### src/rtl/pwm_pkg.sv
// Shared state encoding and register-bank layout for the two-channel PWM generator.
package pwm_pkg;

    localparam int unsigned REG_W   = 16;
    localparam int unsigned PER_LSB = 0;
    localparam int unsigned D0_LSB  = 16;
    localparam int unsigned D1_LSB  = 32;

    typedef enum logic {
        IDLE = 1'b0,
        RUN  = 1'b1
    } pwm_state_e;

endpackage

### src/rtl/pwm_channel.sv
// One PWM channel: a duty shadow reloaded at period boundaries and a registered compare.
module pwm_channel
    import pwm_pkg::*;
#(
    parameter int unsigned CW = REG_W
) (
    input  logic          clock,
    input  logic          reset,
    input  logic [CW-1:0] i_counter,
    input  logic          i_run,
    input  logic          i_load,
    input  logic [CW-1:0] i_duty,
    output logic          o_pwm
);

    logic [CW-1:0] r_duty_sh;
    logic          r_pwm;

    always_ff @(posedge clock or posedge reset) begin
        if (reset) begin
            r_duty_sh <= '0;
            r_pwm     <= 1'b0;
        end else begin
            if (i_load) begin
                r_duty_sh <= i_duty;
            end
            // Compare uses the shadow in force this cycle, so a reload lands on counter 0.
            r_pwm <= i_run && (i_counter < r_duty_sh);
        end
    end

    assign o_pwm = r_pwm;

endmodule

### src/rtl/pwm_gen.sv
// Two-output PWM generator with a shared prescaler; register changes take effect at period wrap.
module pwm_gen
    import pwm_pkg::*;
#(
    parameter int unsigned PRESCALE = 1,
    parameter int unsigned CW       = REG_W
) (
    input  logic              clock,
    input  logic              reset,
    input  logic [3*CW-1:0]   pwmRegs,
    output logic [1:0]        pwmOut,
    output logic              cycleStart,
    output logic              active,
    output logic [CW-1:0]     counter
);

    localparam logic [15:0] PRESC_MAX = 16'(PRESCALE - 1);

    pwm_state_e    r_state, w_state_next;
    logic [CW-1:0] r_per_sh;
    logic [CW-1:0] r_counter, w_counter_next;
    logic [15:0]   r_presc, w_presc_next;
    logic          r_cycle_start, w_cycle_start_next;
    logic          w_tick, w_wrap, w_load, w_run;
    logic [CW-1:0] w_new_per;

    assign w_new_per = pwmRegs[PER_LSB +: CW];
    assign w_tick    = (r_presc == PRESC_MAX);
    assign w_wrap    = w_tick && (r_counter == (r_per_sh - CW'(1)));
    assign w_run     = (r_state == RUN);

    always_comb begin
        w_state_next       = r_state;
        w_counter_next     = r_counter;
        w_presc_next       = r_presc;
        w_cycle_start_next = 1'b0;
        w_load             = 1'b0;
        unique case (r_state)
            IDLE: begin
                w_counter_next = '0;
                w_presc_next   = '0;
                if (w_new_per != '0) begin
                    w_load             = 1'b1;
                    w_state_next       = RUN;
                    w_cycle_start_next = 1'b1;
                end
            end
            RUN: begin
                w_presc_next = w_tick ? 16'd0 : (r_presc + 16'd1);
                if (w_wrap) begin
                    w_counter_next = '0;
                    w_load         = 1'b1;
                    // A period of zero sampled at the wrap stops the generator cleanly.
                    if (w_new_per == '0) begin
                        w_state_next = IDLE;
                    end else begin
                        w_cycle_start_next = 1'b1;
                    end
                end else if (w_tick) begin
                    w_counter_next = r_counter + CW'(1);
                end
            end
        endcase
    end

    always_ff @(posedge clock or posedge reset) begin
        if (reset) begin
            r_state       <= IDLE;
            r_per_sh      <= '0;
            r_counter     <= '0;
            r_presc       <= '0;
            r_cycle_start <= 1'b0;
        end else begin
            r_state       <= w_state_next;
            r_counter     <= w_counter_next;
            r_presc       <= w_presc_next;
            r_cycle_start <= w_cycle_start_next;
            if (w_load) begin
                r_per_sh <= w_new_per;
            end
        end
    end

    pwm_channel #(
        .CW (CW)
    ) u_ch0 (
        .clock     (clock),
        .reset     (reset),
        .i_counter (r_counter),
        .i_run     (w_run),
        .i_load    (w_load),
        .i_duty    (pwmRegs[D0_LSB +: CW]),
        .o_pwm     (pwmOut[0])
    );

    pwm_channel #(
        .CW (CW)
    ) u_ch1 (
        .clock     (clock),
        .reset     (reset),
        .i_counter (r_counter),
        .i_run     (w_run),
        .i_load    (w_load),
        .i_duty    (pwmRegs[D1_LSB +: CW]),
        .o_pwm     (pwmOut[1])
    );

    assign active     = w_run;
    assign cycleStart = r_cycle_start;
    assign counter    = r_counter;

endmodule

### config.mk
export PLATFORM = sky130hd
export DESIGN_NAME = pwm_gen
export DESIGN_NICKNAME = d
export VERILOG_FILES = /design/src/rtl/pwm_pkg.sv /design/src/rtl/pwm_channel.sv /design/src/rtl/pwm_gen.sv
export SDC_FILE = /design/constraint.sdc
export NUM_CORES = 1
export LEC_CHECK = 0
export ABC_AREA = 1
export CAP_MARGIN = 25
export CORE_MARGIN = 1
export CORE_UTILIZATION = 35
export CTS_CLUSTER_DIAMETER = 80
export DETAILED_ROUTE_END_ITERATION = 16
export MAX_ROUTING_LAYER = met4
export PLACE_DENSITY_LB_ADDON = 0.2
export SLEW_MARGIN = 20
export SYNTH_ARGS = -nofsm -noshare
export SYNTH_HDL_FRONTEND = slang
export SYNTH_HIERARCHICAL = 1
export SYNTH_SLANG_ARGS = --single-unit
export TNS_END_PERCENT = 100
### constraint.sdc
create_clock -name clock -period 5.2 [get_ports clock]
set_input_delay 0.78 -clock clock [delete_from_list [all_inputs] [get_ports clock]]
set_output_delay 0.78 -clock clock [all_outputs]
set_load 0.02 [all_outputs]
* Yosys cells after proc, flatten, opt, wreduce, memory -nomap -nowiden
Cells that the tools add are included.
Storage, ports and cells: word-level logic and storage cells 36, input port bits 50, output and inout port bits 20, register bits after elaboration 84
Cells by class: reduce and logical (&&, ||, !) cells 6, muxes and demuxes 13, eq/ne operators 2, bitwise operators 1, order comparisons 2, $add $sub $neg 3
Operators by type and width (count):
- case mux 16 bit (2 select lines) | 2
- two-way mux 16 bit | 3
- adder 16 x 1 -> 16 bit (second input constant) | 2
- logical NOT 16 bit | 2
- less-than comparator 16 bit | 2
- equality test 16 bit | 1
- nonzero test 16 bit | 1
- subtractor 16 x 1 -> 16 bit (second input constant) | 1
- case mux 1 bit (2 select lines) | 3
- two-way mux 1 bit | 5
- logical AND 1 bit | 3
- != test 3 x 1 -> 1 bit (second input constant) | 1
- NOT 1 bit | 1

* Logic depth before layout (Yosys ltp)
depth after elaboration 5, gate-level depth with buffers 17, depth with buffers taken out 15

* Cells and area by module
The synthesis kept the hierarchy.
By module, submodules not included:
- pwm_gen | sequential area each 1251.2 um^2, area each 3268.1 um^2, cells an instance 476, instances 1
- pwm_channel | sequential area each 425.4 um^2, area each 989.7 um^2, cells an instance 117, instances 2

* Least setup slack after synthesis
Ideal clock, no wire load.
path type input to register, start point in pwmRegs[2], end point reg u_ch0.r_duty_sh[0], required time 5072 ps, arrival 2401 ps, slack 2672 ps, setup time 128 ps, buffers on the path 2, cell stages on the path 7, cells stage by stage or4_1 > nor3_2 > or2_1 > buf_2 > buf_2 > nand2_1 > mux2_1
Between the ends: longest elaborated chain between the ends 3
RTL lines:
- start, declared | RTL line pwm_gen.sv:10 | input logic [3*CW-1:0] pwmRegs,
- nonzero test 16 bit | RTL line pwm_gen.sv:42 | if (w_new_per != '0) begin
- two-way mux 1 bit | RTL line pwm_gen.sv:42
- case mux 1 bit (2 select lines) | RTL line pwm_gen.sv:38 | unique case (r_state)
- named net w_load | RTL line pwm_gen.sv:24 | logic w_tick, w_wrap, w_load, w_run;
- end signal, assigned | RTL line pwm_channel.sv:25 | r_duty_sh <= i_duty;
- end, declared | RTL line pwm_channel.sv:16 | logic [CW-1:0] r_duty_sh;
The timed path passes the listed nets, and every way through them passes these cells. A chain may end at the register's enable or synchronous reset.

* Worst setup path in the final report
start point in pwmRegs[2], end point reg u_ch0.r_duty_sh[7]
The elaborated chain is that of the path after synthesis.

==> metrics.md <==
| Metric | Value |
|---|---|
| Timing startpoint of the critical path | pwmRegs[2] |
| Number of clock sinks | 84 |
| Total count of hold-check failures in the final report | 0 |
| Worst Tran Pin Value | between 700 and 800 ps |
| Remaining Overflow, GRT | 0 |
| Syn avg cell area | between 7 and 8 sq um |
| Total clock buffers created by CTS | 9 |
| Die X | around 120 um |
| Antenna-violating nets left | 0 |
| Number of H-tree levels | 3 |
| Area of the core | about 15,000 sq um |
| Final Routed Wirelength | 13,300 um |
| Cell Rows | 44 |
| Root Buffer | sky130_fd_sc_hd__clkbuf_16 |
| Setup slack of the worst register-to-register path | ~2100 ps |
| Setup WS post-layout | approximately 1900 ps |
| CTS tree | built |
| Post-synthesis cell type with the largest combined area | sky130_fd_sc_hd__dfrtp_1 |
| Tmin final | ~3300 ps |
| Number of antenna violations at the first check in global routing | 0 |
| Synth top cells by count | sky130_fd_sc_hd__nand2_1 (185), sky130_fd_sc_hd__inv_1 (94), sky130_fd_sc_hd__nor2_1 (85) |
| Startpoint type of the worst setup path | input pin |
| Yosys synthesis warning count | 6 |
| Max Cap Violations | 0 |
| Class of the tightest hold or removal check | reg2reg |
| Hold path startpoint | u_ch0/r_duty_sh[0] |
| Crit Path Class | in2reg |
| RSZ-0062 raised after global routing | no |
| Number of synthesized register bits | 84 |
| Top-Level Pins | 70 |
| Crit-path max FO | 38 |
| DR vias | 4,669 |
| Number of design-rule violations left by the first detailed-router iteration | 273 |
| Number of instances in the synthesized netlist | 710 |
| Count of hold-fix buffers inserted at cts | 0 |
| Post-Place Setup Slack | ~1500 ps |
| Gp weighted congestion | around 0.87 |
| Proportion of netlist area held by the largest area contributor | between 40% and 50% |
| Clock insertion delay at the later pin of the skew report | 340 ps |
| Total DRC errors in the routed layout | 0 |
| Synth Flop Type | sky130_fd_sc_hd__dfrtp_1 |
| Share of post-route cells with drive strength above 1 | 5.12% |
| Vias in the first global route | 4,652 |
| Count of flip-flops with a built-in enable after synthesis | 0 |
| Synthesized cell area | roughly 5200 sq um |
| Clock Path Buffers | 2 |
| Element type at the critical path end | flop |
| Largest net degree at the start of global routing | 39 |
| Final worst path period share | 64.1% |
| Number of buffers inserted by post-CTS setup repair | 0 |
| Die ar. | 15,500 sq um |
| R2r endpoint | u_ch0/r_duty_sh[7] |
| Destination of the critical timing path | u_ch0/r_duty_sh[7] |
| Proportion of synthesized flip-flops having asynchronous set or reset | 100% |
| Number of slew-limit violations in the final report | 0 |
| Most frequently used cell type in the post-synthesis netlist | sky130_fd_sc_hd__nand2_1 |
| Overall die height | around 120 um |
| Final total power | 1.54 mW |
| Input/output buffers | slightly below 70 |
| Cell types with the largest area share after synthesis | sky130_fd_sc_hd__dfrtp_1 (40%), sky130_fd_sc_hd__nand2_1 (13%), sky130_fd_sc_hd__ha_1 (8.1%) |
| Worst Clk Skew | between 7 and 8 ps |
| Global-route wire length before repair | roughly 23,000 um |
| Layout overhead on the synthesized area | 23.5% |
| Relative max-transition margin | approximately 50% |
| Worst reg2reg path depth | 15 |
| Run status | finished clean |
| Max Fclk | 0.300 GHz |
| Power density cells | 238 nW/um^2 |
| Static power due to leakage | between 3 and 4 nW |
| Final total negative setup slack | 0 ps |
| Arrival time at the worst endpoint | about 3600 ps |
| Resized Gates After CTS | 0 |
| Total half-perimeter wirelength after legalization and detailed placement | 10,200 um |
| Clock-pin transition on the worst setup and hold timing paths | 60 ps |
| Vias per cell | just under 5 |
| Final net count | between 800 and 900 |
| Portion of the post-synthesis area used by sequential elements | around 40% |
| Library cells used by synthesis | 34 |
| Detailed-routing iteration count for the pre-antenna-repair pass | 4 |
| Total track usage | about a fifth |
| VDD IR max | about 0.17 mV |
| Launching point of the worst reg2reg path | r_per_sh[0] |
| Nets in the synthesized netlist | approximately 790 |
| Data required time of the worst path | 5420 ps |
| Starting Density | 36.0% |
| Post-DR wirelength/cell | roughly 14 um |
| Setup violations, final | 0 |
| Antenna diode count | 0 |
critical path: stages:
cell	delay [ps]
sky130_fd_sc_hd__clkdlybuf4s50_1	420
sky130_fd_sc_hd__or4_1	540
sky130_fd_sc_hd__nor3_2	210
sky130_fd_sc_hd__or2_1	510
sky130_fd_sc_hd__nand2_2	560
sky130_fd_sc_hd__buf_4	380
sky130_fd_sc_hd__nand2_1	70
sky130_fd_sc_hd__o21ai_1	60
layout make-up:
type | instances | area (sq um)
clock buffer | 13 | 280
clock inverter | 3 | 90.1
fill | 1466 | 8110
inverter | 95 | 357
multi-input combinational | 515 | 2700
sequential | 84 | 2100
tap | 184 | 230
timing repair buffer | 72 | 726
cells by family after synthesis:
family / count (synthesis) / synth area share (%)
xor+xnor: 17 / 2.84
compound gates: 72 / 7.06
buf+inv: 111 / 8.58
simple gates: 390 / 32.9
mux: 2 / 0.429
fa+ha+maj: 34 / 8.11
flops: 84 / 40.1
power by group:
group	switching, mW	total [mW]	internal, mW
combinational	0.0430	0.0899	0.0469
clock	0.259	0.781	0.522
sequential	0.00310	0.669	0.666
worst min path at each step:
stage	to	slack (ps)	depth (start not counted)
floorplan	u_ch0/r_duty_sh[0]	460	1
global placement	u_ch1/r_duty_sh[0]	470	1
detailed placement	u_ch1/r_duty_sh[0]	480	1
CTS	u_ch1/r_duty_sh[0]	490	1
global route	u_ch0/r_duty_sh[0]	510	1
finish	u_ch0/r_duty_sh[0]	490	1
flip-flops by register name, summed over array words and instances (netlist names):
name and flops:
r_per_sh 16, u_ch1/o_pwm 1, counter 16, r_presc 16, cycleStart 1, u_ch1/r_duty_sh 16
u_ch0/r_duty_sh 16, active 1, u_ch0/o_pwm 1
per-layer routing:
layer	part of all wire (%)	up-vias	GRT usage [%]
li1	-	2413	-
met1	48	2174	23.7
met2	49	72	31.4
met3	2.4	10	3.87
met4	0.97	0	3.97
met5	0	-	-
cell usage in the layout (no fill, tap or decap), types with 4 or more instances in the layout:
master,instances
sky130_fd_sc_hd__nand2_1,184
sky130_fd_sc_hd__inv_1,93
sky130_fd_sc_hd__nor2_1,85
sky130_fd_sc_hd__dfrtp_1,84
sky130_fd_sc_hd__clkdlybuf4s50_1,69
sky130_fd_sc_hd__nand3_1,57
sky130_fd_sc_hd__ha_1,34
sky130_fd_sc_hd__o21ai_1,33
sky130_fd_sc_hd__a21oi_1,25
sky130_fd_sc_hd__nor3_1,21
sky130_fd_sc_hd__nand4_1,12
sky130_fd_sc_hd__xor2_1,12
sky130_fd_sc_hd__o21ai_0,9
sky130_fd_sc_hd__clkbuf_16,9
sky130_fd_sc_hd__nand3b_1,7
sky130_fd_sc_hd__nor2_2,5
sky130_fd_sc_hd__xnor2_1,5
sky130_fd_sc_hd__nand2_2,4
sky130_fd_sc_hd__nor2_4,4
sky130_fd_sc_hd__clkbuf_8,4
metrics by stage:
| stage | hold WS (ps) | cells | area, sq um | utilization (%) |
|---|---|---|---|---|
| 2_1_floorplan | 458 | 710 | 5250 | - |
| 3_3_place_gp | 470 | 949 | 6090 | 41.8 |
| 3_5_place_dp | 479 | 950 | 6110 | 41.9 |
| 4_1_cts | 494 | 966 | 6480 | 44.4 |
| 5_1_grt | 513 | 966 | 6480 | 44.4 |
| 6_report | 490 | 966 | 6480 | 44.4 |
No activity file was read; power rests on OpenSTA's default activity.
